**src/rtl/ex_muldiv_ctrl.sv**
```systemverilog
// Execute-stage sequencer for the shared iterative multiply/divide engine with HI/LO.
// Define MULDIV_EARLY_OUT_EN to let MUL finish as soon as the remaining multiplier bits are zero.
//
// state  | meaning
// IDLE   | waiting for a mul/div; MTHI/MTLO write HI/LO here
// MUL    | one shift-add iteration per cycle
// DIV    | one restoring-divide iteration per cycle
// FIX    | cnt=1: apply sign correction; cnt=0: write HI/LO and pulse o_done
module ex_muldiv_ctrl #(
  parameter int XLEN  = 32,
  parameter int CNT_W = 6
) (
  input  logic            i_clk,
  input  logic            i_rst,
  input  logic            i_start,
  input  logic [1:0]      i_op,
  input  logic [XLEN-1:0] i_src1,
  input  logic [XLEN-1:0] i_src2,
  input  logic            i_hilo_rd,
  input  logic            i_mthi,
  input  logic            i_mtlo,
  input  logic            i_flush,
  output logic [XLEN-1:0] o_hi,
  output logic [XLEN-1:0] o_lo,
  output logic            o_busy,
  output logic            o_stall,
  output logic            o_done,
  output logic            o_div0
);

  localparam logic [1:0] S_IDLE = 2'd0;
  localparam logic [1:0] S_MUL  = 2'd1;
  localparam logic [1:0] S_DIV  = 2'd2;
  localparam logic [1:0] S_FIX  = 2'd3;

  logic [1:0]        state;
  logic [CNT_W-1:0]  cnt;
  logic [2*XLEN-1:0] acc;
  logic [2*XLEN-1:0] opa;
  logic [XLEN-1:0]   opb;
  logic [XLEN-1:0]   rem;
  logic              neg_lo;
  logic              neg_hi;
  logic              is_div;
  logic              div0_f;
  logic [XLEN-1:0]   hi;
  logic [XLEN-1:0]   lo;
  logic              done;
  logic              div0;

  logic              s1_neg;
  logic              s2_neg;
  logic [XLEN-1:0]   abs1;
  logic [XLEN-1:0]   abs2;
  logic              div_by0;
  logic [XLEN:0]     rem_sh;
  logic [XLEN:0]     divisor;
  logic              rem_ge;
  logic [XLEN-1:0]   rem_next;
  logic              mul_last;
  logic              div_last;
  logic [XLEN-1:0]   quo_fix;
  logic [XLEN-1:0]   rem_fix;
  logic [2*XLEN-1:0] prod_fix;

  assign s1_neg  = ~i_op[0] & i_src1[XLEN-1];
  assign s2_neg  = ~i_op[0] & i_src2[XLEN-1];
  assign abs1    = s1_neg ? -i_src1 : i_src1;
  assign abs2    = s2_neg ? -i_src2 : i_src2;
  assign div_by0 = i_op[1] & (i_src2 == '0);

  // DIV: divisor sits in opa, dividend shifts out of opb MSB while quotient bits shift in
  assign rem_sh  = {rem, opb[XLEN-1]};
  assign divisor = {1'b0, opa[XLEN-1:0]};
  assign rem_ge  = (rem_sh >= divisor);

  always_comb begin
    rem_next = rem_sh[XLEN-1:0];
    if (rem_ge) rem_next = XLEN'(rem_sh - divisor);
  end

`ifdef MULDIV_EARLY_OUT_EN
  // multiplicand is pre-shifted each step, so stopping early leaves acc already aligned
  assign mul_last = (opb[XLEN-1:1] == '0);
`else
  assign mul_last = (cnt == CNT_W'(1));
`endif
  assign div_last = (cnt == CNT_W'(1));

  assign quo_fix  = neg_lo ? -opb : opb;
  assign rem_fix  = neg_hi ? -rem : rem;
  assign prod_fix = neg_lo ? -acc : acc;

  always_ff @(posedge i_clk or posedge i_rst) begin
    if (i_rst) begin
      state  <= S_IDLE;
      cnt    <= '0;
      acc    <= '0;
      opa    <= '0;
      opb    <= '0;
      rem    <= '0;
      neg_lo <= 1'b0;
      neg_hi <= 1'b0;
      is_div <= 1'b0;
      div0_f <= 1'b0;
      hi     <= '0;
      lo     <= '0;
      done   <= 1'b0;
      div0   <= 1'b0;
    end else begin
      done <= 1'b0;
      div0 <= 1'b0;
      if (i_flush) begin
        state <= S_IDLE;
        cnt   <= '0;
      end else begin
        case (state)
          S_IDLE: begin
            if (i_mthi) hi <= i_src1;
            if (i_mtlo) lo <= i_src1;
            if (i_start) begin
              opa    <= {{XLEN{1'b0}}, (i_op[1] ? abs2 : abs1)};
              opb    <= i_op[1] ? abs1 : abs2;
              acc    <= '0;
              rem    <= '0;
              is_div <= i_op[1];
              cnt    <= CNT_W'(XLEN);
              if (div_by0) begin
                acc    <= {i_src1, {XLEN{1'b1}}};
                neg_lo <= 1'b0;
                neg_hi <= 1'b0;
                div0_f <= 1'b1;
                cnt    <= CNT_W'(1);
                state  <= S_FIX;
              end else begin
                neg_lo <= s1_neg ^ s2_neg;
                neg_hi <= s1_neg;
                div0_f <= 1'b0;
                state  <= i_op[1] ? S_DIV : S_MUL;
              end
            end
          end
          S_MUL: begin
            if (opb[0]) acc <= acc + opa;
            opa <= opa << 1;
            opb <= opb >> 1;
            cnt <= cnt - CNT_W'(1);
            if (mul_last) begin
              cnt   <= CNT_W'(1);
              state <= S_FIX;
            end
          end
          S_DIV: begin
            rem <= rem_next;
            opb <= {opb[XLEN-2:0], rem_ge};
            cnt <= cnt - CNT_W'(1);
            if (div_last) begin
              cnt   <= CNT_W'(1);
              state <= S_FIX;
            end
          end
          default: begin
            if (cnt != '0) begin
              cnt <= cnt - CNT_W'(1);
              if (!div0_f) acc <= is_div ? {rem_fix, quo_fix} : prod_fix;
            end else begin
              hi    <= acc[2*XLEN-1:XLEN];
              lo    <= acc[XLEN-1:0];
              done  <= 1'b1;
              div0  <= div0_f;
              state <= S_IDLE;
            end
          end
        endcase
      end
    end
  end

  assign o_hi    = hi;
  assign o_lo    = lo;
  assign o_busy  = (state != S_IDLE);
  assign o_stall = o_busy & (i_start | i_hilo_rd | i_mthi | i_mtlo);
  assign o_done  = done;
  assign o_div0  = div0;

endmodule
```
**config.mk**
```make
export PLATFORM = sky130hd
export DESIGN_NAME = ex_muldiv_ctrl
export DESIGN_NICKNAME = d
export VERILOG_FILES = /design/src/rtl/ex_muldiv_ctrl.sv
export SDC_FILE = /design/constraint.sdc
export NUM_CORES = 1
export LEC_CHECK = 0
export ABC_CLOCK_PERIOD_IN_PS = 13700
export CORE_ASPECT_RATIO = 0.5
export CORE_MARGIN = 2
export CORE_UTILIZATION = 35
export DETAILED_ROUTE_END_ITERATION = 12
export DONT_BUFFER_PORTS = 1
export SYNTH_ARGS = -nofsm -noshare
export SYNTH_HDL_FRONTEND = slang
export SYNTH_SLANG_ARGS = --single-unit
```
**constraint.sdc**
```tcl
create_clock -name i_clk -period 13.7 [get_ports i_clk]
set_input_delay 2.74 -clock i_clk [delete_from_list [all_inputs] [get_ports i_clk]]
set_output_delay 2.74 -clock i_clk [all_outputs]
set_load 0.01 [all_outputs]
```
### After elaboration in Yosys (flattened, before gate mapping)

Index checks and enable logic that the tools add are counted.

| cells by class | value |
|---|---|
| add/sub/neg operators | 8 |
| magnitude comparators | 1 |
| equality and inequality tests | 12 |
| multiplexer cells | 49 |
| bitwise gates (word level) | 12 |
| reduce and logical (&&, ||, !) cells | 21 |

Operators with widths:

| cell | count |
|---|---|
| $mux 64 | 8 |
| $mux 32 | 13 |
| $pmux 32 s2 | 3 |
| $pmux 64 s3 | 1 |
| $neg 32->32 | 4 |
| $pmux 64 s2 | 1 |
| $pmux 32 s3 | 1 |
| $add 64x64->64 | 1 |
| $neg 64->64 | 1 |
| $ge 33x32->1 | 1 |
| $logic_not 32->1 | 1 |
| $sub 32x32->32 | 1 |
| $mux 6 | 5 |
| $reduce_and 3->1 | 5 |
| $mux 2 | 6 |
| $pmux 6 s2 | 1 |
| $mux 1 | 9 |
| $ne 2x2->1 const B | 4 |
| $reduce_and 4->1 | 2 |
| $reduce_bool 4->1 | 2 |
| $reduce_and 7->1 | 1 |
| $eq 6x1->1 const B | 1 |
| $ne 3x1->1 const B | 2 |
| $reduce_bool 2->1 | 3 |
| 17 further kinds | 26 |

| storage, ports and cells | value |
|---|---|
| bits in registers | 270 |
| bits of input ports | 73 |

### Longest topological paths before layout

Gate-level depths: netlist of the first run.

| depth | value |
|---|---|
| depth after elaboration | 6 |
| gate-level depth with buffers | 14 |
| depth with buffers taken out | 14 |

### Worst setup path after synthesis of the first run

Ideal clock, no wire load.

| timing path | value |
|---|---|
| path kind | input port to output port |
| start point | input i_start |
| end point | output o_stall |
| arrival time | 3085 ps |
| data required time | 10960 ps |
| path slack | 7875 ps |
| cell stages on the path | 2 |
| buffers on the path | 0 |
| cells stage by stage | nor4_1 nor2_1 |

| on the way | value |
|---|---|
| cells in the longest elaborated chain, start to end | 4 |

RTL lines:

| element | line | RTL |
|---|---|---|
| start: declaration | 15 | `input logic i_start,` |
| $or 1x1->1 (3 in series) | 182 | `assign o_stall = o_busy & (i_start \| i_hilo_rd \| i_mthi \| i_mtlo);` |
| $and 1x1->1 | 182 |  |
| end: declaration | 26 | `output logic o_stall,` |

Every way passes these cells.

### Worst setup path in the final report of the first run

| timing path | value |
|---|---|
| start point | input i_src2[2] |
| end point | register acc[42] |

| on the way | value |
|---|---|
| cells in the longest elaborated chain, start to end | 5 |

RTL lines:

| element | line | RTL |
|---|---|---|
| start: declaration | 18 | `input logic [XLEN-1:0] i_src2,` |
| $logic_not 32->1 | 70 | `assign div_by0 = i_op[1] & (i_src2 == '0);` |
| $and 1x1->1 | 70 |  |
| $mux 64 | 128 | `if (div_by0) begin` |
| $mux 64 | 121 | `if (i_start) begin` |
| $pmux 64 s3 | 117 | `case (state)` |
| end signal: assignment | 129 | `acc <= {i_src1, {XLEN{1'b1}}};` |
| end signal: assignment | 144 | `if (opb[0]) acc <= acc + opa;` |
| end signal: assignment | 165 | `if (!div0_f) acc <= is_div ? {rem_fix, quo_fix} : prod_fix;` |
| end: declaration | 38 | `logic [2*XLEN-1:0] acc;` |

Every way passes these cells. The select of a mux whose other input is x is not followed.
A chain may end at the register's enable or synchronous reset.

==> results of run 1 <==
[metrics by stage]
step           instances  instance area [sq um]  util (%)
3_3_place_gp        3700                  23800      36.4
2_1_floorplan       2992                  23300         -
4_1_cts             3760                  25000      38.2
3_5_place_dp        3700                  23800      36.4
6_report            3760                  25000      38.2
5_1_grt             3760                  25000      38.2
[worst reg2reg max path: stages, from the launching register on]
cell      delay (ns)
dfrtp_1         0.58
ha_1            0.49
nand3_1         0.09
o211ai_1        0.36
a311oi_1        0.27
or4_1           0.59
a311oi_2        0.45
o21ai_1         0.42
o21bai_2        0.38
o22ai_1         0.20
or4_1           0.51
a31oi_1         0.21
[power groups by stage]
stage	clock (W)	combinational (W)	sequential [W]
floorplan	0	0.00250	0.00140
finish	0.000987	0.00332	0.00167
CTS	0.000990	0.00325	0.00165
global placement	0	0.00321	0.00166
global route	0.00103	0.00363	0.00169
detailed placement	0	0.00324	0.00167
[logic make-up (layout without fill, tap and decap cells)]
| group | count (synthesis) | count (layout) |
|---|---|---|
| buf+inv | 285 | 169 |
| simple gates | 995 | 995 |
| compound gates | 997 | 997 |
| flops | 270 | 270 |
| xor+xnor | 224 | 224 |
| fa+ha+maj | 108 | 108 |
| mux | 113 | 113 |
[worst min path at each step]
stage                   end  slack [ns]  cells past startpoint
CTS                 opa[48]        0.53                      1
global placement    opa[36]        0.51                      1
detailed placement  opa[39]        0.51                      1
finish              opa[48]        0.52                      1
global route        opa[48]        0.55                      1
floorplan            div0_f        0.46                      2
[layout make-up]
type,instances,area share (%)
Tap cell,884,4.42
Multi-Input combinational cell,2437,61.8
Sequential cell,270,27.0
Timing Repair Buffer,23,0.691
Clock buffer,50,4.17
Clock inverter,10,0.555
Inverter,86,1.32
[layer usage]
layer  global-route usage, %  part of all wire, %  vias up
met1                    36.5                   43    11296
met4                    11.3                  4.9        0
met5                       0                    0        -
li1                        -                    -    10609
met2                    40.6                   43     1041
met3                    4.95                  8.5      199
[Yosys cell counts (all sizes together) (31+ instances only)]
cell type / count / area, sq um
nand2: 379 / 1430
o21ai: 302 / 1510
dfrtp: 270 / 6760
a21oi: 267 / 1340
nor2: 227 / 855
clkbuf: 167 / 698
xnor2: 122 / 1070
mux2i: 111 / 1110
ha: 106 / 1330
xor2: 102 / 893
inv: 86 / 323
nor3: 69 / 365
a21o: 59 / 443
a31oi: 59 / 369
nand3: 55 / 275
a22oi: 39 / 293
or3: 39 / 260
o31ai: 38 / 313
a211oi: 34 / 255
a22o: 33 / 289
nand4: 32 / 200
nor4: 31 / 215
[state kept, by name, indices dropped and copies added, names as in the netlist, named ones only]
register	cells
o_hi	32
is_div	1
rem	32
o_lo	32
o_done	1
state	2
neg_hi	1
neg_lo	1
cnt	6
o_div0	1
opa	64
div0_f	1
acc	63
opb	32
==> flow_summary.yaml, run 1 <==
power_and_ir_drop:
  power.internal_w: 0.00287
  switchingPower_w: 0.00310
  p_leak_nw: 10.8
  p_seq_share_pct: 28.0
  comb_power_share_pct: 55.5
  clkPwrFrac_pct: 16.5
  power_w: 0.00597
  sw_frac_of_total_pct: 51.9
  ir_drop_v: 0.000137
  power_density_nw_per_um2: 239
layout:
  drive_gt1_share_pct: 4.87
  regArea_sq_um: 6760
  syn_to_final_growth_pct: 7.09
  final_common_cell: "nand2_1"
  multi_input_area_sq_um: 15500
  nFillCells: 6773
  layout.nets: 3033
  most-common-layout-cells: "376 x nand2_1, 297 x o21ai_0, 269 x dfrtp_1, 266 x a21oi_1, 223 x nor2_1"
  antenna_cells: 0
logic_synthesis:
  synth_compound_area_share_pct: 26.5
  synth-adder-area-share_pct: 5.85
  yosysSeqAreaShare_pct: 28.9
  synth_nets: 3173
  synth_ff_type: "dfrtp_1"
  syn_area_sq_um: 23300
  yosysUniqueCellTypes: 92
  synth_edf_count: 0
  avgSynthCellArea_sq_um: 7.80
  synthArstFlopShare_pct: 100
  synth_top_family_by_area: "compound AO/OA/AOI/OAI gates"
  yosysWarnings: 0
  synthCells: 2992
  ys_seq_elements: 270
  yosys.area_share.xor_xnor_pct: 8.40
  yosys.area_share.simple_pct: 20.4
  synth_mux_area_share_pct: 4.86
min_path:
  hold_path.class: "reg -> reg"
  holdCritStartpoint: "opa[47]"
floorplan:
  die_w_um: 369
  core-area_sq_um: 65500
  start_util_pct: 35.7
  ioPinCount: 141
  row_count: 66
  die_area_sq_um: 68900
  fp.dieH_um: 187
timing:
  rsz0062_at_grt: "false"
  fin_crit_sh_pct: 45.1
  finalCriticalPeriod_ns: 6.19
  fmax_mhz: 162
  finClkSkew_ns: 0.0260
  finalSetupViolations: 0
  fin_setup_tns_ns: 0
  setup_ws_ns: 7.51
  hold_viol: 0
  slew_viol_final: 0
  slew_headroom_pct: 16.8
  whs_ns: 0.521
  worst_pin_slew_ns: 1.24
worst_setup_path:
  worstSetupStartpoint: "i_src2[2]"
  endpoint: "acc[42]"
  worst_path_max_delay_cell: "nor2_1"
  slowest_delay_ns: 0.96
  worstSetupStartpointType: "primary input"
  cp-end-kind: "register"
  critPathBufInv: 0
  r2r_start: "acc[4]"
  cp.arrival_ns: 6.65
  path_cells: "or4_1 > nor3_1 > nand3_1 > nor4_1 > nand2_1 > nor2_1 > a21oi_1 > o21ai_0 > a21oi_1 > nor2_1"
  reg2reg_depth: 11
  worstPathMaxFanout: 9
  cp.depth: 10
  critPathRequiredTime_ns: 14.17
  reg2reg_slack_ns: 9.06
  critPathKind: "in -> reg"
  crit_family: "simple AND/OR/NAND/NOR gates"
  timing.rr.end: "acc[59]"
global_routing:
  first_global_vias: 21084
  gr-total-overflow: 0
  antenna_found_initial: 3
  grt_usage_pct: 26.5
  grt_pass1_wl_um: 139000
  grt_start_max_net_pins: 92
cts:
  cts-root-buf: "clkbuf_16"
  cts_buffer_depth: 3
  cts_setup_buffers: 0
  cts.sinks: 270
  holdBufCountCts: 0
  clk_pin_slew_ns: 0.07
  insertion_delay_ns: 0.55
  htree_num_levels: 2
  cts_resized: 0
  cts_tree: "built"
  cts_buffers: 34
outcome:
  status: "finished, violations left"
  violations: "design-rule violations"
placement:
  dp_slack_ns: 7.23
  place.gp.congestion: 0.962
  hpwlAfterDp_um: 71400
  portBuffers: 0
routing:
  vias: 23145
  viasPerCell: 6.16
  ant_nets: 0
  drc: 1
  first_iter_violations: 2806
  dr.pass1.iters: 10
  wl_per_cell_um: 25.0
  drt-total-wl_um: 94100
flow_run:
  maxCapViolCount: 0
Note: power is estimated with default switching activity, not from simulation.
==> run 2: changes to the inputs <==
--- a/config.mk
+++ b/config.mk
@@ -5,7 +5,7 @@
 export SDC_FILE = /design/constraint.sdc
 export NUM_CORES = 1
 export LEC_CHECK = 0
-export ABC_CLOCK_PERIOD_IN_PS = 13700
+export ABC_CLOCK_PERIOD_IN_PS = 5400
 export CORE_ASPECT_RATIO = 0.5
 export CORE_MARGIN = 2
 export CORE_UTILIZATION = 35
==> constraint.sdc (replaced) <==
create_clock -name i_clk -period 5.4 [get_ports i_clk]
set_input_delay 1.08 -clock i_clk [delete_from_list [all_inputs] [get_ports i_clk]]
set_output_delay 1.08 -clock i_clk [all_outputs]
set_load 0.01 [all_outputs]
==> run 2 against run 1 <==
The flow now finishes without violations. Clock-buffer cell count is 12 lower. Combinational power grew to 2.6 times the previous value. Sequential share of layout area is 0.12 points lower. Clock skew is 0.0078 ns lower. Die area stayed put. Via count is 0.62% higher.
==> flow_summary.yaml, run 2 (same netlist as run 1, synthesis figures left out) <==
outcome:
  status: "completed"
routing:
  wl_per_cell_um: 25.0
  vias: 23289
  drt-total-wl_um: 94600
  dr.pass1.iters: 6
  viasPerCell: 6.16
  ant_nets: 0
  drc: 0
  first_iter_violations: 2573
cts:
  htree_num_levels: 1
  cts-root-buf: "clkbuf_16"
  cts_buffer_depth: 3
  cts.sinks: 270
  cts_setup_buffers: 0
  clk_pin_slew_ns: 0.07
  cts_tree: "built"
  cts_resized: 0
  insertion_delay_ns: 0.61
  holdBufCountCts: 0
  cts_buffers: 31
timing:
  rsz0062_at_grt: "false"
  slew_headroom_pct: 10.6
  fmax_mhz: 231
  hold_viol: 0
  finalSetupViolations: 0
  fin_setup_tns_ns: 0
  worst_pin_slew_ns: 1.33
  fin_crit_sh_pct: 80.3
  slew_viol_final: 0
  finalCriticalPeriod_ns: 4.34
  finClkSkew_ns: 0.0181
power_and_ir_drop:
  power_density_nw_per_um2: 600
  ir_drop_v: 0.000301
  p_leak_nw: 10.9
flow_run:
  maxCapViolCount: 0
layout:
  most-common-layout-cells: "376 x nand2_1, 297 x o21ai_0, 269 x dfrtp_1, 266 x a21oi_1, 223 x nor2_1"
  regMostFlops: "opa"
  multi_input_area_sq_um: 15500
  largest_reg_flops: 64
  layout.nets: 3053
  nFillCells: 6706
  antenna_cells: 0
  post-route-util_pct: 38.4
  regArea_sq_um: 6760
  top_regs: "opa x64, acc x63"
  syn_to_final_growth_pct: 7.58
  final_common_cell: "nand2_1"
  design_area_sq_um: 25100
  drive_gt1_share_pct: 5.59
global_routing:
  first_global_vias: 21480
  grt_start_max_net_pins: 161
  grt_usage_pct: 26.6
  gr-total-overflow: 0
  grt_pass1_wl_um: 141000
  antenna_found_initial: 2
worst_setup_path:
  crit_top_cell: "or4_1"
  worstPathMaxFanout: 7
  cp.arrival_ns: 4.86
  slowest_delay_ns: 0.65
  r2r_start: "acc[3]"
  cp-end-kind: "register"
  worst_path_max_delay_cell: "or4_1"
  worstSetupStartpoint: "acc[3]"
  crit_family: "compound AO/OA/AOI/OAI gates"
  critPathKind: "reg -> reg"
  path_cells: "ha_1 > nand3_1 > o211ai_1 > a311oi_1 > or4_1 > a311oi_2 > o21ai_1 > o21bai_2 > o22ai_1 > or4_1 > a31oi_1"
  critPathRequiredTime_ns: 5.93
  worstSetupStartpointType: "register"
  critPathBufInv: 0
min_path:
  hold_path.class: "in -> async"
floorplan:
  core-area_sq_um: 65500
  fp.dieH_um: 187
  die_area_sq_um: 68900
  start_util_pct: 35.7
  ioPinCount: 141
  die_w_um: 369
  row_count: 66
placement:
  portBuffers: 0
  hpwlAfterDp_um: 71200
  place_area_sq_um: 24000
  place.gp.congestion: 1.00
-- run 2: changes by cell type in the layout (fill, tap and decap cells not counted), moves of 2 or more --
| cell | delta |
|---|---|
| buf_4 | +21 |
| clkbuf_8 | -7 |
| clkinvlp_4 | +5 |
| clkbuf_16 | -4 |
| buf_12 | +2 |
| bufinv_16 | +2 |
| clkinv_2 | +2 |
| clkinv_4 | +2 |
| inv_8 | -2 |
-- run 2: per-layer routing --
| layer | GRT usage [%] | part of all wire (%) | up-vias |
|---|---|---|---|
| met4 | 11.7 | 5.1 | 4 |
| met1 | 36.6 | 43 | 11314 |
| met2 | 40.2 | 43 | 1059 |
| met5 | 0 | 0.029 | - |
| met3 | 5.31 | 8.6 | 248 |
| li1 | - | - | 10664 |
-- run 2: metrics by stage --
stage,setup slack [ns],hold WS (ns),total power [W],instances
after floorplan,0.753,0.464,0.00989,2992
after global routing,0.959,0.375,0.0161,3781
after detailed placement,0.971,0.496,0.0125,3723
after CTS,1.17,0.349,0.0149,3781
after global placement,1.11,0.495,0.0124,3723
final,1.06,0.351,0.0151,3781
-- run 2: where the power goes --
group	leakage (nW)	internal, W	switching, W
clock network	0.530	0.00135	0.00101
registers	3.40	0.00277	0.00142
logic	6.93	0.00307	0.00545
total	10.9	0.00719	0.00788
-- run 2: worst paths after layout --
path / to / slack (ns) / cells after the start
max reg2reg: acc[59] / 1.06 / 11
max: acc[59] / 1.06 / 11
max in group asynchronous: rem[11] / 3.71 / 2
min reg2reg: o_div0 / 0.53 / 1
min: o_hi[19] / 0.35 / 1
min in group i_clk: o_div0 / 0.53 / 1
-- run 2: cell type report --
cell class	instances	area share (%)
Tap cell	884	4.40
Clock inverter	20	1.01
Multi-Input combinational cell	2437	61.6
Inverter	86	1.30
Sequential cell	270	26.9
Timing Repair Buffer	46	1.47
Clock buffer	38	3.35
